`src/rtl/dec16_rr_arbiter.sv`:
```
// Round-robin arbiter sharing one 4-to-16 active-low decoder among 16 active-low requesters.
// Latency: grant registered 1 clk after the request is sampled; 1 dead + 1 idle cycle between grants.
// Backpressure: grant held until done, grantee withdrawal or TIMEOUT expiry; other requesters wait on rq_.
module dec16_rr_arbiter #(
    parameter int unsigned TIMEOUT = 0
) (
    input  logic        clk_sys,
    input  logic        clr,
    input  logic [0:15] rq_,
    input  logic        done,
    output logic        en_,
    output logic [3:0]  code,
    output logic [0:15] gnt_,
    output logic        busy,
    output logic        tmo
);

    typedef enum logic [1:0] {
        IDLE    = 2'd0,
        GRANT   = 2'd1,
        RELEASE = 2'd2
    } state_t;

    localparam bit         TMO_ON   = (TIMEOUT != 0);
    localparam logic [7:0] TMO_LAST = (TIMEOUT == 0) ? 8'd0 : 8'(TIMEOUT - 1);

    state_t      state;
    state_t      state_d;
    logic [3:0]  last;
    logic [3:0]  last_d;
    logic [7:0]  hold_cnt;
    logic [7:0]  hold_cnt_d;
    logic        en_d;
    logic [3:0]  code_d;
    logic [0:15] gnt_d;
    logic        busy_d;
    logic        tmo_d;

    logic        pick_vld;
    logic [3:0]  pick_idx;
    logic [3:0]  cand;
    logic        end_by_owner;
    logic        end_by_tmo;
    logic        grant_end;

    function automatic logic [0:15] dec16(input logic [3:0] sel);
        logic [0:15] v;
        v      = '1;
        v[sel] = 1'b0;
        return v;
    endfunction

    // Search starts just past the last grantee; the 16th candidate wraps back to last itself.
    always_comb begin
        pick_vld = 1'b0;
        pick_idx = 4'd0;
        cand     = 4'd0;
        for (int i = 1; i <= 16; i++) begin
            cand = last + 4'(i);
            if (!pick_vld && !rq_[cand]) begin
                pick_vld = 1'b1;
                pick_idx = cand;
            end
        end
    end

    assign end_by_owner = done | rq_[code];
    assign end_by_tmo   = TMO_ON && (hold_cnt == TMO_LAST);
    assign grant_end    = end_by_owner | end_by_tmo;

    always_ff @(posedge clk_sys) begin
        if (clr) begin
            state    <= IDLE;
            last     <= 4'd15;
            hold_cnt <= 8'd0;
            en_      <= 1'b1;
            code     <= 4'd0;
            gnt_     <= '1;
            busy     <= 1'b0;
            tmo      <= 1'b0;
        end else begin
            state    <= state_d;
            last     <= last_d;
            hold_cnt <= hold_cnt_d;
            en_      <= en_d;
            code     <= code_d;
            gnt_     <= gnt_d;
            busy     <= busy_d;
            tmo      <= tmo_d;
        end
    end

    always_comb begin
        state_d = state;
        case (state)
            IDLE:    if (pick_vld)  state_d = GRANT;
            GRANT:   if (grant_end) state_d = RELEASE;
            RELEASE: state_d = IDLE;
            default: state_d = IDLE;
        endcase
    end

    always_comb begin
        last_d     = last;
        hold_cnt_d = hold_cnt;
        en_d       = en_;
        code_d     = code;
        gnt_d      = gnt_;
        busy_d     = busy;
        tmo_d      = 1'b0;
        case (state)
            IDLE: begin
                if (pick_vld) begin
                    last_d     = pick_idx;
                    code_d     = pick_idx;
                    hold_cnt_d = 8'd0;
                    en_d       = 1'b0;
                    gnt_d      = dec16(pick_idx);
                    busy_d     = 1'b1;
                end
            end
            GRANT: begin
                hold_cnt_d = (hold_cnt == 8'hFF) ? hold_cnt : hold_cnt + 8'd1;
                if (grant_end) begin
                    en_d   = 1'b1;
                    gnt_d  = '1;
                    busy_d = 1'b1;
                    // An owner-initiated end masks a coincident timeout.
                    tmo_d  = end_by_tmo & ~end_by_owner;
                end
            end
            RELEASE: begin
                en_d   = 1'b1;
                gnt_d  = '1;
                busy_d = 1'b0;
            end
            default: begin
                en_d   = 1'b1;
                gnt_d  = '1;
                busy_d = 1'b0;
            end
        endcase
    end

endmodule

```
`config.mk`:
```
export PLATFORM = sky130hd
export DESIGN_NAME = dec16_rr_arbiter
export DESIGN_NICKNAME = d
export VERILOG_FILES = /design/src/rtl/dec16_rr_arbiter.sv
export SDC_FILE = /design/constraint.sdc
export NUM_CORES = 1
export LEC_CHECK = 0
export BUFFER_PORTS_ARGS = -buffer_cell sky130_fd_sc_hd__buf_2
export CORE_UTILIZATION = 65
export CTS_CLUSTER_DIAMETER = 150
export DETAILED_ROUTE_END_ITERATION = 8
export PLACE_DENSITY = 0.95
export SLEW_MARGIN = 10
export SYNTH_ARGS = -nofsm -noshare
export SYNTH_HDL_FRONTEND = slang
export SYNTH_SLANG_ARGS = --single-unit
export TNS_END_PERCENT = 1
```
`constraint.sdc`:
```
create_clock -name clk_sys -period 7.58 [get_ports clk_sys]
set_input_delay 0.379 -clock clk_sys [delete_from_list [all_inputs] [get_ports clk_sys]]
set_output_delay 0.379 -clock clk_sys [all_outputs]
set_load 0.01 [all_outputs]
```
After elaboration in Yosys (flattened, before gate mapping)
Index checks and enable logic that the tools add are counted.
Cells by class
  magnitude comparators: 19
  equal/unequal tests: 3
  reduce and logical (&&, ||, !) cells: 48
  bitwise logic cells: 20
  add/subtract/negate cells: 15
  muxes and demuxes: 96
Operator list (number)
  $ge A5 B5 Y1 const B: 18
  $not A4 Y5: 18
  $bmux W1 S4: 17
  $mux W4: 16
  $mux W1: 54
  $add A4 B4 Y4 const B: 8
  $mux W16: 2
  $pmux W16 S2: 1
  $logic_not A1 Y1: 29
  $add A4 B3 Y4 const B: 4
  $logic_and A1 B1 Y1: 16
  $not A16 Y16: 1
  $add A4 B2 Y4 const B: 2
  $lt A5 B1 Y1 const B: 1
  $add A4 B1 Y4 const B: 1
  $demux W1 S4: 1
  $mux W2: 2
  $ne A2 B2 Y1 const B: 2
  $pmux W1 S2: 2
  $pmux W2 S2: 1
  $reduce_and A2 Y1: 2
  $eq A2 B1 Y1 const B: 1
  $logic_not A2 Y1: 1
  $or A1 B1 Y1: 1
Word-level totals
  output and inout port bits: 23
  word-level logic and storage cells: 207
  input port bits: 19
  flip-flop bits (word level): 28

Logic depth before layout (Yosys ltp)
  depth after elaboration: 58
  gate-level depth with buffers: 20

Worst setup path before layout
No wires, ideal clock.
  path type: register to register
  start: reg last[1]
  end: reg gnt_[2] (netlist bit)
  arrival: 4204 ps
  slack: 3254 ps
  stages on the path, launching flop included: 18
  library setup time: 122 ps
  buffers on the path: 4
  required time: 7458 ps
  cell sequence: dfxtp_1 -> buf_2 -> clkbuf_1 -> inv_1 -> ha_1 -> buf_6 -> buf_8 -> mux2i_1 -> mux4_2 -> mux2i_4 -> nand2_4 -> nor3_4 -> and4_1 -> nand2_1 -> or3_1 -> o21ai_4 -> nand3_2 -> o32a_1
On the way
  longest elaborated chain between the ends: 58
RTL lines
  from (decl): RTL line 29  | logic [3:0] last;
  from (signal assigned): RTL line 83  | last <= last_d;
  $add A4 B2 Y4: RTL line 59  | cand = last + 4'(i);
  $not A4 Y5 (not written as such): RTL line 60  | if (!pick_vld && !rq_[cand]) begin
  $bmux W1 S4: RTL line 60
  $mux W1 (not written as such) (2 in a row): RTL line 60
  $logic_not A1 Y1: RTL line 60
  $logic_and A1 B1 Y1: RTL line 60
  $mux W1: RTL line 60
  $logic_not A1 Y1: RTL line 60
  [... 41 more ...]
  $not A4 Y5 (not written as such): RTL line 49  | v[sel] = 1'b0;
  $ge A5 B5 Y1 (not written as such) / $lt A5 B1 Y1 (equally long branches): RTL line 49
  $logic_and A1 B1 Y1 (not written as such): RTL line 49
  $mux W1 (not written as such): RTL line 49
  $demux W1 S4: RTL line 49
  $not A16 Y16 (no source line)
  $mux W16: RTL line 113  | if (pick_vld) begin
  $pmux W16 S2: RTL line 111  | case (state)
  to (signal assigned): RTL line 87  | gnt_ <= gnt_d;
  to (decl): RTL line 13  | output logic [0:15] gnt_,
Several ways; a longest one is shown, not always the timed one. The select of a mux whose other input is x is not followed.
A chain may end at the register's enable or synchronous reset.

Worst setup path in the final report
  start: reg last[1]
  end: reg code[3]
On the way
  longest elaborated chain between the ends: 51
RTL lines
  $add A4 B2 Y4: RTL line 59
  $not A4 Y5 (not written as such): RTL line 60
  $bmux W1 S4: RTL line 60
  $mux W1 (not written as such) (2 in a row): RTL line 60
  $logic_not A1 Y1: RTL line 60
  $logic_and A1 B1 Y1: RTL line 60
  $mux W1: RTL line 60
  $logic_not A1 Y1: RTL line 60
  [... 34 more ...]
  $mux W1: RTL line 60
  $logic_not A1 Y1: RTL line 60
  $logic_and A1 B1 Y1: RTL line 60
  $mux W1: RTL line 60
  $logic_not A1 Y1: RTL line 60
  $logic_and A1 B1 Y1: RTL line 60
  $mux W1: RTL line 60
  $reduce_and A2 Y1 (no source line)
  to (signal assigned): RTL line 86  | code <= code_d;
  to (decl): RTL line 12  | output logic [3:0] code,
Several ways; a longest one is shown, not always the timed one. The select of a mux whose other input is x is not followed.

==> metrics.yaml <==
outcome: "finished, final reports clean"
clk_pin_slew_ns: 0.09
place.gp.congestion: 1.059
worst_pin_slew_ns: 1.154
grt_pass1_vias: 3555
clk_latency_ns: 0.28
syn-num-nets: 410
core_sq_um: 5172
dr.first_iter.drc_count: 528
detail-route-antenna-nets: 0
cts_buffers: 3
grt_util_all_layers_pct: 41.58
synthDistinctLibCells: 89
die_area_sq_um: 5743
cts_root_buf: "clkbuf_8"
start_util_pct: 68.41
synth_compound_area_share_pct: 22.21
place.port_buffers: 40
syn2layout_area_growth_pct: 7.355
die_h_microns: 75.78
viasPerCell: 7.875
cts_tree: "done"
async_flop_share_pct: 0
final_hold_viol_count: 0
num_antenna_cells: 0
syn_inst: 383
synth_xor_area_share_pct: 3.784
ctsHoldBuffers: 0
grt_overflow: 0
wl_microns: 11380
wire_per_inst_microns: 23.65
period_share_pct: 65.20
crit_type: "flop to flop"
drt_pass1_iterations: 8
ys.flop_type: "dfxtp_1"
whs_ns: 0.4392
finClkSkew_ns: 0.009794
utilization_pct: 73.44
dpl.hpwl_microns: 7999
slew_headroom_pct: 22.96
synth_edf_count: 0
layout_min_cycle_time_ns: 4.942
drive_gt1_share_pct: 28.47
cts_buffer_depth: 2
rrSetupSlack_ns: 2.64
synth-simple-area-share_pct: 22.49
setup_violations: 0
required_ns: 7.78
die_w_microns: 75.78
grt_pass1_wl_microns: 17860
arrival_ns: 5.14
hp-class: "input port to flop"
synthAdderAreaFrac_pct: 2.829
synthesis.area_sq_um: 3538
fp-row-count: 26
yosys_warnings: 0
fmax_ghz: 0.2023
seq_area_frac_synth_pct: 15.84
start_kind: "flop"
fillerInstances: 337
final_nets: 439
rsz0062_at_grt: "no"
max_cap_viol_count: 0
muxShareOfSynthArea_pct: 28.25
setup_tns_ns: 0
stdcell_area_sq_um: 3799
post-route-drc-count: 0
synth_top_family_by_area: "multiplexers"
post_cts_resized: 0
cts_setup_buffers: 0
grt_max_degree: 32
slew_violations: 0
placed_area_sq_um: 3727
h-tree-depth: 1
critPathCaptureType: "flop"
avgSynthCellArea_sq_um: 9.239
num_vias: 3788
critPathMaxFanout: 26
ios: 42
synth_seq_cells: 28
cts.sinks: 28
antenna_found_initial: 0
stage by stage:
stage	std cells	setup slack, ns
final	481	2.638
after global routing	481	2.454
after CTS	481	2.791
after detailed placement	477	2.819
after global placement	477	2.968
after floorplan	383	3.254
layout by cell type (no fill, tap or decap), drive strengths merged, types with 12 or more instances in the layout:
cell     netlist  layout
mux4          27      27
a2bb2oi       13      13
nand3         16      16
mux2i         24      24
nand2         48      48
nor2          25      25
dfxtp         28      28
o21ai         21      21
buf           13      44
a21oi         12      12
flip-flops by register name, summed over array words and instances, names as in the netlist:
| register | count |
|---|---|
| gnt_ | 16 |
| code | 4 |
| last | 4 |
| state | 2 |
| busy | 1 |
| en_ | 1 |
cell type report:
type	instances	area [sq um]	share of cell area, %
well taps	70	87.58	2.306
clock inverters	1	30.03	0.7905
repair buffers	44	230.2	6.061
flip-flops and latches	28	560.5	14.76
clock buffers	3	41.29	1.087
multi-input cells	327	2819	74.21
inverters	8	30.03	0.7905
path summary, 6_finish.rpt:
kind                   startpoint  cells past startpoint                     to
max          last[1]$_SDFFE_PP1P_                     12   code[3]$_SDFFE_PP0P_
min                          done                      3  state[0]$_SDFFE_PP0P_
max reg2reg  last[1]$_SDFFE_PP1P_                     12   code[3]$_SDFFE_PP0P_
min reg2reg  gnt_[2]$_SDFFE_PP1P_                      1   gnt_[2]$_SDFFE_PP1P_
routing by layer:
| metal | global-route usage, % | up-vias | part of all wire (%) |
|---|---|---|---|
| li1 | - | 1561 | - |
| met1 | 54.61 | 1780 | 37 |
| met2 | 66.96 | 367 | 47 |
| met3 | 7.143 | 80 | 12 |
| met4 | 19.34 | 0 | 4.7 |
| met5 | 0 | - | 0 |
worst max-delay path, cell delays in order, from the launching register on:
cell and delay [ns]:
dfxtp_1 0.34, inv_1 0.15, ha_1 1.09, mux4_2 0.64
mux2i_1 0.28, mux2i_1 0.31, nand2b_1 0.31, or3_1 0.33
a21oi_1 0.21, a211oi_2 0.08, a211oi_1 0.69, nand2_1 0.21
a21oi_1 0.22
cells in the mapped netlist, types with 8 or more instances:
library cell / n / share of area [%]
nand2_1: 47 / 5.0
dfxtp_1: 28 / 16
mux4_2: 24 / 15
nor2_1: 24 / 2.5
mux2i_1: 22 / 6.2
nand3_1: 15 / 2.1
o21ai_0: 15 / 2.1
a2bb2oi_1: 13 / 3.2
a21oi_1: 11 / 1.6
mux2_2: 11 / 3.5
nor3_1: 9 / 1.3
ha_1: 8 / 2.8
o22ai_1: 8 / 1.4
cells by family (layout without fill, tap and decap cells):
group,after synthesis,in the layout
xor+xnor,11,11
mux,62,62
flops,28,28
simple gates,143,143
buf+inv,28,56
compound gates,102,102
other cells,1,1
fa+ha+maj,8,8
Power is not shown: default switching activity piles up to over one toggle a cycle in this logic, so the estimate is an artifact.
